**src/rtl/gpu_pkg.sv**
```systemverilog
// Shared job types and helpers for the triangle front-end.
package gpu_pkg;

  localparam int DEF_COORD_W = 16;
  localparam int DEF_COLOR_W = 16;
  localparam int BOUNDS_W    = 9 * DEF_COORD_W;

  // One triangle job: flat bounds vector in the upper bits, flat color below.
  typedef struct packed {
    logic [BOUNDS_W-1:0]    bounds;
    logic [DEF_COLOR_W-1:0] color;
  } tri_job_t;

  // Vertex v, coord c lands at bits [(3v+c)*W +: W] of the flat vector.
  function automatic logic [BOUNDS_W-1:0] pack_bounds(input logic [DEF_COORD_W-1:0] b [3][3]);
    logic [BOUNDS_W-1:0] flat;
    flat = '0;
    for (int v = 0; v < 3; v++) begin
      for (int c = 0; c < 3; c++) begin
        flat[(3*v+c)*DEF_COORD_W +: DEF_COORD_W] = b[v][c];
      end
    end
    return flat;
  endfunction

endpackage

```
**src/rtl/job_fifo.sv**
```systemverilog
// Synchronous job FIFO; full/empty come from registered pointers only,
// so a pop never frees a slot for a push in the same cycle.
module job_fifo #(
  parameter int WIDTH = 160,
  parameter int DEPTH = 4
) (
  input  logic             clk,
  input  logic             reset,
  input  logic             push_i,
  input  logic             pop_i,
  input  logic [WIDTH-1:0] wdata_i,
  output logic [WIDTH-1:0] rdata_o,
  output logic             full_o,
  output logic             empty_o
);

  localparam int AW = $clog2(DEPTH);

  // Pointers carry one extra wrap bit to tell full from empty.
  logic [AW:0]      wr_ptr_q, wr_ptr_d;
  logic [AW:0]      rd_ptr_q, rd_ptr_d;
  logic [WIDTH-1:0] mem_q [DEPTH];
  logic             do_push, do_pop;

  assign empty_o = (wr_ptr_q == rd_ptr_q);
  assign full_o  = (wr_ptr_q[AW] != rd_ptr_q[AW]) && (wr_ptr_q[AW-1:0] == rd_ptr_q[AW-1:0]);
  assign do_push = push_i && !full_o;
  assign do_pop  = pop_i && !empty_o;
  assign rdata_o = mem_q[rd_ptr_q[AW-1:0]];

  // Pointer advance on accepted push/pop.
  always_comb begin
    wr_ptr_d = wr_ptr_q;
    rd_ptr_d = rd_ptr_q;
    if (do_push) wr_ptr_d = wr_ptr_q + {{AW{1'b0}}, 1'b1};
    if (do_pop)  rd_ptr_d = rd_ptr_q + {{AW{1'b0}}, 1'b1};
  end

  // Pointer registers, cleared by reset.
  always_ff @(posedge clk or posedge reset) begin
    if (reset) begin
      wr_ptr_q <= '0;
      rd_ptr_q <= '0;
    end else begin
      wr_ptr_q <= wr_ptr_d;
      rd_ptr_q <= rd_ptr_d;
    end
  end

  // Storage write; contents need no reset because the pointers gate reads.
  always_ff @(posedge clk) begin
    if (do_push) mem_q[wr_ptr_q[AW-1:0]] <= wdata_i;
  end

endmodule

```
**src/rtl/triangle_dispatcher.sv**
```systemverilog
// Buffers triangle jobs and hands each to an idle core, round-robin,
// tracking per-core busy flags and signalling frame completion.
// Input handshake: a job transfers on a rising clk edge where in_valid and
// in_ready are both high; in_ready depends only on registered FIFO state.
module triangle_dispatcher
  import gpu_pkg::*;
#(
  parameter int COORD_WIDTH = DEF_COORD_W,
  parameter int COLOR_WIDTH = DEF_COLOR_W,
  parameter int CORES_COUNT = 10,
  parameter int FIFO_DEPTH  = 4
) (
  input  logic                     clk,
  input  logic                     reset,
  input  logic                     in_valid,
  output logic                     in_ready,
  input  logic [9*COORD_WIDTH-1:0] in_bounds,
  input  logic [COLOR_WIDTH-1:0]   in_color,
  input  logic                     frame_end,
  output logic [CORES_COUNT-1:0]   core_start,
  output logic [9*COORD_WIDTH-1:0] core_bounds,
  output logic [COLOR_WIDTH-1:0]   core_color,
  input  logic [CORES_COUNT-1:0]   core_eoc,
  output logic [CORES_COUNT-1:0]   busy_mask,
  output logic                     frame_done,
  output logic                     err_spurious
);

  localparam int BW    = 9 * COORD_WIDTH;
  localparam int JOB_W = BW + COLOR_WIDTH;
  localparam int RR_W  = (CORES_COUNT > 1) ? $clog2(CORES_COUNT) : 1;
  localparam logic [RR_W-1:0] RR_LAST = RR_W'(CORES_COUNT - 1);

  logic                   fifo_full, fifo_empty;
  logic [JOB_W-1:0]       fifo_head;
  logic                   push, dispatch;
  logic [CORES_COUNT-1:0] idle, grant_vec;
  logic [RR_W-1:0]        grant_idx;
  logic                   done_now;

  logic [CORES_COUNT-1:0] busy_q, busy_d;
  logic [CORES_COUNT-1:0] start_q, start_d;
  logic [BW-1:0]          bounds_q, bounds_d;
  logic [COLOR_WIDTH-1:0] color_q, color_d;
  logic [RR_W-1:0]        rr_q, rr_d;
  logic                   pending_q, pending_d;
  logic                   done_q, done_d;
  logic                   err_q, err_d;

  // Lowest idle core at or above ptr, else lowest idle core overall.
  function automatic logic [RR_W-1:0] rr_pick(input logic [CORES_COUNT-1:0] free,
                                              input logic [RR_W-1:0] ptr);
    logic [RR_W-1:0] pick;
    logic            found;
    pick  = '0;
    found = 1'b0;
    for (int i = 0; i < CORES_COUNT; i++) begin
      if (!found && free[i] && (RR_W'(i) >= ptr)) begin
        found = 1'b1;
        pick  = RR_W'(i);
      end
    end
    for (int i = 0; i < CORES_COUNT; i++) begin
      if (!found && free[i]) begin
        found = 1'b1;
        pick  = RR_W'(i);
      end
    end
    return pick;
  endfunction

  assign in_ready = !fifo_full;
  assign push     = in_valid && !fifo_full;
  assign idle     = ~busy_q;
  assign dispatch = !fifo_empty && (|idle);

  job_fifo #(
    .WIDTH (JOB_W),
    .DEPTH (FIFO_DEPTH)
  ) u_fifo (
    .clk     (clk),
    .reset   (reset),
    .push_i  (push),
    .pop_i   (dispatch),
    .wdata_i ({in_bounds, in_color}),
    .rdata_o (fifo_head),
    .full_o  (fifo_full),
    .empty_o (fifo_empty)
  );

  // Grant, busy tracking, round-robin pointer and frame completion.
  always_comb begin
    grant_idx = rr_pick(idle, rr_q);
    grant_vec = dispatch ? (CORES_COUNT'(1) << grant_idx) : '0;
    start_d   = grant_vec;
    bounds_d  = dispatch ? fifo_head[JOB_W-1:COLOR_WIDTH] : bounds_q;
    color_d   = dispatch ? fifo_head[COLOR_WIDTH-1:0] : color_q;
    rr_d      = rr_q;
    if (dispatch) rr_d = (grant_idx == RR_LAST) ? '0 : grant_idx + RR_W'(1);
    // eoc from an idle core is dropped and only flagged.
    busy_d    = (busy_q & ~core_eoc) | grant_vec;
    err_d     = err_q | (|(core_eoc & ~busy_q));
    done_now  = pending_q && fifo_empty && !(|start_q) && !(|busy_q);
    done_d    = done_now;
    // A frame_end while one is already pending merges into it.
    pending_d = pending_q ? !done_now : frame_end;
  end

  // State registers.
  always_ff @(posedge clk or posedge reset) begin
    if (reset) begin
      busy_q    <= '0;
      start_q   <= '0;
      bounds_q  <= '0;
      color_q   <= '0;
      rr_q      <= '0;
      pending_q <= 1'b0;
      done_q    <= 1'b0;
      err_q     <= 1'b0;
    end else begin
      busy_q    <= busy_d;
      start_q   <= start_d;
      bounds_q  <= bounds_d;
      color_q   <= color_d;
      rr_q      <= rr_d;
      pending_q <= pending_d;
      done_q    <= done_d;
      err_q     <= err_d;
    end
  end

  assign core_start   = start_q;
  assign core_bounds  = bounds_q;
  assign core_color   = color_q;
  assign busy_mask    = busy_q;
  assign frame_done   = done_q;
  assign err_spurious = err_q;

endmodule
```
**config.mk**
```make
export PLATFORM = sky130hd
export DESIGN_NAME = triangle_dispatcher
export DESIGN_NICKNAME = d
export VERILOG_FILES = /design/src/rtl/gpu_pkg.sv /design/src/rtl/job_fifo.sv /design/src/rtl/triangle_dispatcher.sv
export SDC_FILE = /design/constraint.sdc
export NUM_CORES = 1
export LEC_CHECK = 0
export ABC_AREA = 0
export BUFFER_PORTS_ARGS = -buffer_cell sky130_fd_sc_hd__buf_2
export CORE_MARGIN = 4
export CORE_UTILIZATION = 50
export CTS_CLUSTER_DIAMETER = 60
export DETAILED_ROUTE_END_ITERATION = 8
export GPL_ROUTABILITY_DRIVEN = 0
export HOLD_SLACK_MARGIN = 0.05
export PLACE_DENSITY = 0.68
export SLEW_MARGIN = 20
export SYNTH_ARGS = -nofsm -noshare
export SYNTH_HDL_FRONTEND = slang
export SYNTH_SLANG_ARGS = --single-unit
```
**constraint.sdc**
```tcl
create_clock -name clk -period 9.25 [get_ports clk]
set_input_delay 1.3875 -clock clk [delete_from_list [all_inputs] [get_ports clk]]
set_output_delay 1.3875 -clock clk [all_outputs]
set_load 0.05 [all_outputs]
```
# Word-level counts from Yosys, hierarchy flattened
# Memory sizes are Yosys's and may differ from the RTL's. A register that Yosys moved wholly into a read port is not among the register bits.
# Cells that the tools add are included.
[totals] inputBits=174 mem_count=1 register_bits=33 mem_bits_rw=640 out_inout_bits=183 wordCells=141
[op_classes] n_shift=1 mux=43 bitwise=6 n_eq_ne=4 magnitude_cmp=10 n_reduce_logical=65 addsub=3
[memory_table] memory="u_fifo.mem_q" words=4 width=160 read_ports=1 rd_ports_with_merged_regs=1 write_ports=1 line_no="job_fifo.sv:22" text="logic [WIDTH-1:0] mem_q [DEPTH];"
[ops] operator="4-bit 2-to-1 mux" n=19
[ops] operator="10-bit OR reduction" n=4
[ops] operator="1-bit logical AND" n=37
[ops] operator="1-bit zero test" n=24
[ops] operator="1-bit 2-to-1 mux" n=23
[ops] operator="10-bit bitwise AND" n=2
[ops] operator="10-bit NOT" n=2
[ops] operator="3-bit by 4-bit greater-or-equal comparator with 1-bit output (first input constant)" n=4
[ops] operator="10-bit 2-to-1 mux" n=1
[ops] operator="10-bit OR" n=1
[ops] operator="1-bit by 4-bit left shift with 10-bit output (first input constant)" n=1
[ops] operator="1-bit by 4-bit greater-or-equal comparator with 1-bit output (first input constant)" n=2
[ops] operator="2-bit by 4-bit greater-or-equal comparator with 1-bit output (first input constant)" n=2
[ops] operator="4-bit greater-or-equal comparator (first input constant)" n=2
[ops] operator="3-bit by 1-bit adder with 3-bit output (second input constant)" n=2
[ops] operator="4-bit by 1-bit adder with 4-bit output (second input constant)" n=1
[ops] operator="4-bit equality test (second input constant)" n=1
[ops] operator="3-bit equality test" n=1
[ops] operator="2-bit equality test" n=1
[ops] operator="1-bit inequality test" n=1
[ops] operator="1-bit OR" n=1

# Depth between registers and ports, before layout
# Gate-level depths: netlist of run 1.
[depth] depth_word=72 depth_mapped=11 ltp_nobuf=9

# Modules after synthesis
# Synthesis of run 1 repeated with hierarchy kept, for this count alone.
[unflattened] cells_unflattened=1374 hier_area_um2=30993.5
[modules_own_cells] module="job_fifo" cells_per_inst=885 n_inst=1 area_per_inst_um2=23563.8 seq_area_each_um2=19368.6
[modules_own_cells] module="triangle_dispatcher" cells_per_inst=489 n_inst=1 area_per_inst_um2=7429.6 seq_area_each_um2=4679.5

# Worst setup path before layout of run 1
# OpenSTA, ideal clock, no wires.
[synth_timing] path_type="input to register" start="input in_valid" end="memory u_fifo.mem_q[3][0] (enable)" n_path_buf=0 slack_ns=3.573 t_required_ns=8.708 path_stages=1 t_arrival_ns=5.135 setup_ns=0.542 cell_sequence="and3_1"
[synth_between] elab_chain_cells=4
[synth_lines] element="start: declaration" line_no="triangle_dispatcher.sv:15" text="input logic in_valid,"
[synth_lines] element="1-bit logical AND" line_no="triangle_dispatcher.sv:73" text="assign push = in_valid && !fifo_full;"
[synth_lines] element="1-bit logical AND" line_no="job_fifo.sv:27" text="assign do_push = push_i && !full_o;"
[synth_lines] element="1-bit 2-to-1 mux" line_no="job_fifo.sv:52" text="if (do_push) mem_q[wr_ptr_q[AW-1:0]] <= wdata_i;"
[synth_lines] element="1-bit 2-to-1 mux (not written as such)" line_no="job_fifo.sv:52"
[synth_lines] element="end: declaration" line_no="job_fifo.sv:22"
# Every way passes these cells.

# Worst setup path after layout of run 1
[layout_timing] start="register u_fifo.rd_ptr_q[1]" end="output in_ready"
[layout_between] elab_chain_cells=3
[layout_lines] element="start: declaration" line_no="job_fifo.sv:21" text="logic [AW:0] rd_ptr_q, rd_ptr_d;"
[layout_lines] element="start signal: assignment" line_no="job_fifo.sv:46" text="rd_ptr_q <= rd_ptr_d;"
[layout_lines] element="2-bit equality test" line_no="job_fifo.sv:26" text="assign full_o = (wr_ptr_q[AW] != rd_ptr_q[AW]) && (wr_ptr_q[AW-1:0] == rd_ptr_q[AW-1:0]);"
[layout_lines] element="1-bit logical AND" line_no="job_fifo.sv:26"
[layout_lines] element="1-bit zero test" line_no="triangle_dispatcher.sv:72" text="assign in_ready = !fifo_full;"
[layout_lines] element="end: declaration" line_no="triangle_dispatcher.sv:16" text="output logic in_ready,"
# Every way passes these cells.

==> results of run 1 <==
==> cell families after synthesis <==
kind of cell | after synthesis | synth area share, %
buf+inv | 97 | 1.437
fa+ha+maj | 7 | 0.2833
mux | 161 | 11.69
simple gates | 547 | 7.034
compound gates | 54 | 1.574
xor+xnor | 7 | 0.1983
flops | 833 | 77.79
==> flip-flops by register name, summed over array words and instances (netlist names) <==
signal,flops
busy_mask,10
err_spurious,1
u_fifo.mem_q,640
core_color,16
u_fifo.wr_ptr_q,3
u_fifo.rd_ptr_q,3
pending_q,1
core_bounds,144
frame_done,1
core_start,10
rr_q,4
==> worst max-delay path by stage <==
stage	end	startpoint	slack, ps	depth (start not counted)
after floorplan	busy_mask[0]$_DFF_PP0_	reset	2610	1
after global placement	u_fifo.mem_q[0][43]$_DFFE_PP_	in_valid	5490	3
after detailed placement	u_fifo.mem_q[0][70]$_DFFE_PP_	in_valid	5530	3
after CTS	in_ready	u_fifo.rd_ptr_q[0]$_DFFE_PP0P_	5370	3
after global routing	in_ready	u_fifo.rd_ptr_q[0]$_DFFE_PP0P_	5260	3
final	in_ready	u_fifo.rd_ptr_q[1]$_DFFE_PP0P_	5450	3
==> tightest hold or removal path, stage by stage, from the launching register on <==
cell     delay, ps
dfrtp_1        330
nand2_1         50
nand2_1         50
==> cells in the mapped netlist (all sizes together) (3+ instances only) <==
cell / n
inv: 16
and2: 3
nand3: 3
edfxtp: 640
a21o: 4
a21oi: 9
mux4: 160
o32ai: 6
nor4: 7
ha: 7
nand4: 3
o22ai: 3
nand2: 498
nor2: 9
a221oi: 3
clkbuf: 34
buf: 47
xnor2: 5
o21ai: 6
and3: 7
dfrtp: 193
nor3: 11
==> routing by layer <==
metal / share of wire (%) / vias to the layer above / track usage, %
li1: - / 7213 / -
met4: 2.5 / 30 / 6.653
met5: 0.33 / - / 0
met1: 40 / 8298 / 26.77
met2: 49 / 525 / 32.28
met3: 8.2 / 133 / 6.769
==> power by group <==
group | internal (W) | switching [W] | total [W]
Sequential | 0.00523 | 0.000549 | 0.00578
Combinational | 0.00161 | 0.00363 | 0.00524
Clock | 0.00211 | 0.00137 | 0.00348
==> cell type report <==
| class | instances | area share, % |
|---|---|---|
| Sequential cell | 833 | 65.99 |
| Clock inverter | 28 | 1.091 |
| Inverter | 16 | 0.1853 |
| Clock buffer | 128 | 6.830 |
| Antenna cell | 20 | 0.1373 |
| Tap cell | 782 | 2.684 |
| Multi-Input combinational cell | 776 | 17.74 |
| Timing Repair Buffer | 376 | 5.344 |
==> placed cells by master (no fill, tap or decap), drive strengths merged, types with 6 or more instances in the layout <==
| master | netlist | routed |
|---|---|---|
| nor4 | 7 | 7 |
| buf | 47 | 376 |
| diode | 0 | 20 |
| o32ai | 6 | 6 |
| dfrtp | 193 | 193 |
| mux4 | 160 | 160 |
| nor2 | 9 | 9 |
| nor3 | 11 | 11 |
| inv | 16 | 20 |
| clkbuf | 34 | 128 |
| o21ai | 6 | 6 |
| a21oi | 9 | 9 |
| bufinv | 0 | 9 |
| ha | 7 | 7 |
| edfxtp | 640 | 640 |
| clkinv | 0 | 14 |
| nand2 | 498 | 498 |
| and3 | 7 | 7 |
==> stage by stage <==
stage,worst slack (ps),util [%],power (W)
after floorplan,2607,-,0.009773
after global placement,5487,55.11,0.01106
after detailed placement,5526,55.11,0.01117
after CTS,5370,59.86,0.01468
after global routing,5258,59.90,0.01528
final,5450,59.95,0.01450
==> impl_metrics.tcl, run 1 <==
set metrics [dict create \
    yosysTopAreaCell "edfxtp_1" \
    status "complete, no violations" \
    cp-end-kind "primary output" \
    instances_no_fill 2959 \
    seq_area_mm2 0.02406 \
    post-route-period-util_pct 41.08 \
    routed_wl_um 67090 \
    r2r-end "u_fifo.mem_q[2][70]$_DFFE_PP_" \
    cp_num_buf_inv 1 \
    clkSinkCount 833 \
    clockBufferDepth 3 \
    ys_top_cells_by_area "edfxtp_1 (62%), dfrtp_1 (16%), mux4_2 (12%)" \
    hold_viol_final 0 \
    cts_buffers 83 \
    worstPathCellList "xnor2_1 -> nand3_1 -> buf_2" \
    hold_buffers 0 \
    grt_overflow 0 \
    cts-root-buf "clkbuf_16" \
    cts_max_level 3 \
    first_pass_iters 5 \
    num_io_pins 357 \
    fin_tns_setup_ps 0 \
    worstPathRequired_ps 7860 \
    core_mm2 0.06081 \
    design_area_mm2 0.03645 \
    fp.dieArea_mm2 0.06587 \
    cp_slowest_cell "dfrtp_4" \
    ff2ff_setup_slack_ps 5610 \
    area_growth_pct 17.91 \
    fmax_ghz 0.2631 \
    die_h_um 256.7 \
    power_density_mw_per_mm2 397.7 \
    start_util_pct 50.84 \
    ant_nets 0 \
    ys_seq_elements 833 \
    synth.avg_cell_area_um2 18.12 \
    yosysWarnings 0 \
    cts_resized 0 \
    p_leak_nw 13.92 \
    arrival_ps 2410 \
    whs_ps 467.2 \
    relSlewSlack_pct 31.09 \
    tightest_slew_ps 1034 \
    multi_input_area_mm2 0.006466 \
    hold_path.class "reg -> reg" \
    grt_antenna_before_repair 30 \
    cp-start-kind "flip-flop" \
    cts_tree "done" \
    dp_hpwl_um 39350 \
    synth_edf_count 640 \
    regToRegStartpoint "u_fifo.rd_ptr_q[1]$_DFFE_PP0P_" \
    n_fill_cell 4518 \
    die_x_um 256.7 \
    slowest_delay_ps 1040 \
    cts_setup_buffers 0 \
    worst_clock_skew_ps 22.23 \
    synth.cell_area_mm2 0.03092 \
    grt_pass1_wl_um 102400 \
    slew_violations 0 \
    ys_types 59 \
    async_flop_share_pct 23.17 \
    cap_viol_max_count 0 \
    viasPerCell 5.474 \
    holdPathStages 2 \
    synth-seq-area-share_pct 77.79 \
    synth_fp_nets 1887 \
    yosysTopAreaCellShare_pct 62.16 \
    dpl.cell_count 2783 \
    first_iter_violations 1185 \
    rsz0062_at_grt "false" \
    grt_max_degree 122 \
    cp_top_family "flip-flops" \
    clock_latency_ps 630 \
    hold_end "core_bounds[128]$_DFFE_PP0P_" \
    ys.flop_type "edfxtp_1" \
    row_count 90 \
    peakVddDrop_mv 0.3043 \
    setup_viol 0 \
    track_usage_pct 20.27 \
    final_layout_size_suffix_gt1_share_pct 31.99 \
    final_nets 2267 \
    critPathKind "reg -> out" \
    grt_pass1_vias 16840 \
    vias 16200 \
    port_buffers 356 \
    drt-wirelength-per-cell_um 22.67 \
    placed_area_mm2 0.03351 \
    final.min_clock_period_ps 3800 \
    clk_pin_slew_ps 60 \
    hp-start "core_bounds[128]$_DFFE_PP0P_" \
    reg2reg_depth 4 \
    post-route-drc-count 0 \
    synthesis.instances 1706 \
    cp_max_fo 57 \
]
Power figures use the tool's default switching activity.
==> inputs of run 2 (changes only) <==
--- a/config.mk
+++ b/config.mk
@@ -13,7 +13,7 @@
 export DETAILED_ROUTE_END_ITERATION = 8
 export GPL_ROUTABILITY_DRIVEN = 0
 export HOLD_SLACK_MARGIN = 0.05
-export PLACE_DENSITY = 0.68
+export PLACE_DENSITY = 0.71
 export SLEW_MARGIN = 20
 export SYNTH_ARGS = -nofsm -noshare
 export SYNTH_HDL_FRONTEND = slang
==> constraint.sdc (replaced) <==
create_clock -name clk -period 3.3 [get_ports clk]
set_input_delay 0.495 -clock clk [delete_from_list [all_inputs] [get_ports clk]]
set_output_delay 0.495 -clock clk [all_outputs]
set_load 0.05 [all_outputs]
==> impl_metrics.tcl, run 2 (synthesis results as in run 1) <==
set metrics [dict create \
    status "complete, no violations" \
    largest_reg_flops 640 \
    viasPerCell 5.560 \
    grt_pass1_vias 17620 \
    n_fill_cell 4384 \
    cp-start-kind "flip-flop" \
    port_buffers 356 \
    die_h_um 256.7 \
    final_common_cell "edfxtp_1" \
    preCtsSetupSlack_ps 542.9 \
    die_x_um 256.7 \
    cts_tree "done" \
    design_area_mm2 0.03694 \
    drt-wirelength-per-cell_um 22.71 \
    grt_pass1_wl_um 104400 \
    ff2ff_setup_slack_ps 460 \
    rsz0062_at_grt "false" \
    dr_wl_met3_um 6136 \
    core_mm2 0.06081 \
    cp_max_fo 12 \
    clockBufferDepth 3 \
    cp-end-kind "flip-flop" \
    routed_wl_um 67690 \
    cts_max_level 3 \
    report.power.total_w 0.04096 \
    slew_violations 0 \
    tightest_slew_ps 1064 \
    relSlewSlack_pct 29.05 \
    reg2reg_depth 9 \
    critPathKind "reg -> reg" \
    hold_buffers 21 \
    grt_max_degree 163 \
    first_pass_iters 7 \
    cts_resized 0 \
    final_cell_mix "edfxtp_1 (640), nand2_1 (498), buf_2 (356), dfrtp_1 (191), mux4_2 (160)" \
    crit_end "busy_mask[3]$_DFF_PP0_" \
    r2r-end "busy_mask[3]$_DFF_PP0_" \
    row_count 90 \
    post-route-drc-count 0 \
    track_usage_pct 20.68 \
    placed_area_mm2 0.03386 \
    timing.final.ws_setup_ps 461.8 \
    setup_viol 0 \
    peakVddDrop_mv 0.8505 \
    first_iter_violations 1362 \
    grt_antenna_before_repair 23 \
    area_growth_pct 19.49 \
    cts_setup_buffers 0 \
    power_density_mw_per_mm2 1109 \
    arrival_ps 3340 \
    dr.max_layer_used "met5" \
    worst_clock_skew_ps 22.04 \
    num_io_pins 357 \
    wl_met2_um 33750 \
    clk_pin_slew_ps 60 \
    worstPathRequired_ps 3800 \
    fmax_ghz 0.3523 \
    grt_overflow 0 \
    wl_met1_um 26190 \
    whs_ps 91.95 \
    dp_hpwl_um 38810 \
    hold_path.class "in -> reg" \
    final_nets 2300 \
    cts-root-buf "clkbuf_16" \
    hold_viol_final 0 \
    vias 16570 \
    final_layout_size_suffix_gt1_share_pct 31.93 \
    post-route-period-util_pct 86.01 \
    p_leak_nw 14.11 \
    ant_nets 0 \
    final.min_clock_period_ps 2838 \
    start_util_pct 50.84 \
    fp.dieArea_mm2 0.06587 \
    cap_viol_max_count 0 \
    clock_latency_ps 620 \
    clkSinkCount 833 \
    cts_buffers 85 \
    utilization_pct 60.75 \
    regToRegStartpoint "rr_q[3]$_DFFE_PP0P_" \
    critical_path.startpoint "rr_q[3]$_DFFE_PP0P_" \
]
==> run 2: cell count changes in the layout (fill, tap and decap cells not counted) <==
cell	before	now
dlygate4sd3_1	0	21
buf_12	1	23
inv_6	3	6
clkinv_1	4	15
clkinv_2	8	12
clkbuf_8	18	9
clkbuf_1	24	15
clkbuf_16	86	87
inv_4	1	0
buf_4	18	7
buf_6	1	0
clkinvlp_4	1	2
diode_2	20	10
==> run 2: how the worst min path moves through the flow <==
stage                     cells past startpoint                         start  slack (ps)                            end
after global routing                          1                 in_bounds[78]          60  u_fifo.mem_q[1][94]$_DFFE_PP_
after global placement                        2  core_bounds[104]$_DFFE_PP0P_         450   core_bounds[104]$_DFFE_PP0P_
after CTS                                     1                 in_bounds[78]          50  u_fifo.mem_q[1][94]$_DFFE_PP_
final                                         1                  in_bounds[3]          90  u_fifo.mem_q[2][19]$_DFFE_PP_
after floorplan                               1           pending_q$_DFF_PP0_         440            pending_q$_DFF_PP0_
after detailed placement                      2     core_color[2]$_DFFE_PP0P_         460      core_color[2]$_DFFE_PP0P_
==> run 2: final cells by class <==
class	instances	area [µm²]	area share, %
clock inverter	46	490.5	1.328
antenna	10	25.02	0.06774
inverter	16	63.81	0.1727
clock buffer	111	2357	6.381
sequential	833	24060	65.12
timing repair buffer	407	2505	6.781
tap	782	978.4	2.649
multi-input combinational	776	6466	17.50
==> run 2: layer usage <==
| layer | vias to the layer above | GRT usage (%) |
|---|---|---|
| met4 | 26 | 6.198 |
| met3 | 148 | 6.888 |
| met2 | 626 | 34.19 |
| met1 | 8482 | 26.42 |
| met5 | - | 0 |
| li1 | 7291 | - |
==> run 2: power by group <==
group	total, W	internal (W)	switching [W]
logic	0.0155	0.00486	0.0106
clock network	0.00966	0.00576	0.00390
registers	0.0158	0.0146	0.00116
==> run 2: through the flow <==
step / setup TNS, ps / std cells
final: 0 / 2981
after global routing: 0 / 2977
after CTS: 0 / 2971
after detailed placement: 0 / 2793
after global placement: 0 / 2793
after floorplan: -179120 / 1706
==> run 2: worst max-delay path, cell delays in order, from the launching register on <==
cell	delay, ps
dfrtp_1	540
nor2_1	310
and3b_4	290
nor4_1	60
a32oi_1	430
and2_1	460
nor2_1	130
ha_1	210
and3_1	150
o21bai_1	150
==> inputs of run 3 (changes only) <==
--- a/config.mk
+++ b/config.mk
@@ -7,6 +7,7 @@
 export LEC_CHECK = 0
 export ABC_AREA = 0
 export BUFFER_PORTS_ARGS = -buffer_cell sky130_fd_sc_hd__buf_2
+export CORE_ASPECT_RATIO = 1.1
 export CORE_MARGIN = 4
 export CORE_UTILIZATION = 50
 export CTS_CLUSTER_DIAMETER = 60
==> impl_metrics.tcl, run 3 (synthesis results as in run 1) <==
set metrics [dict create \
    rsz0062_at_grt "false" \
    die_h_um 268.8 \
    cp_slowest_cell "dfrtp_1" \
    final_layout_size_suffix_gt1_share_pct 31.87 \
    setup_viol 0 \
    hold_path.class "in -> reg" \
    timing.final.ws_setup_ps 458.4 \
    cts_buffers 82 \
    slowest_delay_ps 530 \
    largest_reg_flops 640 \
    cp_top_family "simple AND/OR/NAND/NOR gates" \
    cp-start-kind "flip-flop" \
    p_leak_nw 14.00 \
    preCtsSetupSlack_ps 483.4 \
    instances_no_fill 3023 \
    hold_viol_final 0 \
    cap_viol_max_count 0 \
    cts_tree "done" \
    fp.dieArea_mm2 0.06588 \
    power_density_mw_per_mm2 1099 \
    num_io_pins 357 \
    worst_clock_skew_ps 20.54 \
    grt_pass1_vias 17680 \
    clkSinkCount 833 \
    core_mm2 0.06122 \
    dpl.cell_count 2840 \
    worstPathRequired_ps 3810 \
    clock_latency_ps 610 \
    final.min_clock_period_ps 2842 \
    status "complete, no violations" \
    final_cell_mix "edfxtp_1 (640), nand2_1 (498), buf_2 (356), dfrtp_1 (191), mux4_2 (160)" \
    area_growth_pct 18.89 \
    row_count 95 \
    grt_max_degree 155 \
    track_usage_pct 20.48 \
    slew_violations 0 \
    viasPerCell 5.448 \
    relSlewSlack_pct 24.41 \
    peakVddDrop_mv 0.9013 \
    clockBufferDepth 3 \
    cp_num_buf_inv 0 \
    final_common_cell "edfxtp_1" \
    ant_nets 0 \
    drt-wirelength-per-cell_um 22.20 \
    tightest_slew_ps 1134 \
    grt_overflow 0 \
    dp_hpwl_um 39200 \
    die_x_um 245.1 \
    post-route-drc-count 0 \
    port_buffers 356 \
    final_nets 2297 \
    first_iter_violations 1175 \
    critPathMostFrequentCell "nor2_1" \
    cp_max_fo 12 \
    fmax_ghz 0.3519 \
    arrival_ps 3350 \
    grt_pass1_wl_um 103200 \
    critPathKind "reg -> reg" \
    grt_antenna_before_repair 17 \
    n_fill_cell 4523 \
    cts-root-buf "clkbuf_16" \
    start_util_pct 50.50 \
    post-route-period-util_pct 86.11 \
    cp-end-kind "flip-flop" \
    vias 16470 \
    report.power.total_w 0.04038 \
    cts_max_level 3 \
    worstPathCellList "nor2_1 -> and3b_4 -> nor4_1 -> a32oi_1 -> and2_1 -> nor2_1 -> ha_1 -> o31ai_1" \
    routed_wl_um 67110 \
    first_pass_iters 5 \
    clk_pin_slew_ps 60 \
]
[run 3: changes by cell type in the layout (fill, tap and decap cells not counted), moves of 3 or more]
cell	before	now
inv_6	6	2
dlygate4sd3_1	21	16
clkbuf_1	15	20
buf_4	7	10
clkinv_1	15	11
clkbuf_16	87	83
bufinv_16	9	3
diode_2	10	18
[run 3: area by class of cell]
class	instances	area, µm²	area share [%]
clock buffers	111	2262	6.155
repair buffers	407	2517	6.849
diodes	18	45.04	0.1225
flip-flops and latches	833	24060	65.45
inverters	16	63.81	0.1736
multi-input cells	776	6466	17.59
well taps	824	1031	2.805
clock inverters	38	314.1	0.8544
[run 3: layer usage]
layer	global-route usage, %	up-vias	share of wire (%)
met5	0	-	0.070
met4	6.570	8	2.3
met3	4.784	120	7.0
met2	35.72	566	51
met1	25.73	8514	39
li1	-	7261	-
[run 3: path summary, 6_finish.rpt]
check                      slack (ps)  depth (start not counted)                        start                              to
min reg2reg                       470                          2  core_bounds[47]$_DFFE_PP0P_     core_bounds[47]$_DFFE_PP0P_
min                                90                          1               in_bounds[102]  u_fifo.mem_q[3][118]$_DFFE_PP_
min in group asynchronous         440                          3                        reset     core_bounds[45]$_DFFE_PP0P_
max reg2reg                       460                          8          rr_q[3]$_DFFE_PP0P_             rr_q[2]$_DFFE_PP0P_
max                               460                          8          rr_q[3]$_DFFE_PP0P_             rr_q[2]$_DFFE_PP0P_
max in group asynchronous        1980                          4                        reset  u_fifo.rd_ptr_q[1]$_DFFE_PP0P_
[run 3: what timing repair did]
| item | CTS | global route |
|---|---|---|
| resized for setup | 0 | 0 |
| hold buffers | 16 | 0 |
| hold endpoints to repair | 50 | 0 |
| buffers inserted | 0 | 0 |
| setup endpoints to repair | 0 | 0 |
[run 3: through the flow]
step                TNS, ps  hold slack (ps)  instance area, µm²  utilization, %
finish                    0            93.01               36760           60.04
global route              0            60.51               36730           60.00
CTS                       0            50.35               36710           59.97
detailed placement        0            456.8               33970           55.50
global placement          0            451.4               33970           55.50
floorplan           -179120            442.7               30930               -
[run 3: power by group]
part / leakage (nW) / switching [W] / total (W) / internal [W]
sequential: 8.17 / 0.00123 / 0.0159 / 0.0146
combinational: 4.57 / 0.0106 / 0.0156 / 0.00501
clock: 1.26 / 0.00381 / 0.00888 / 0.00507
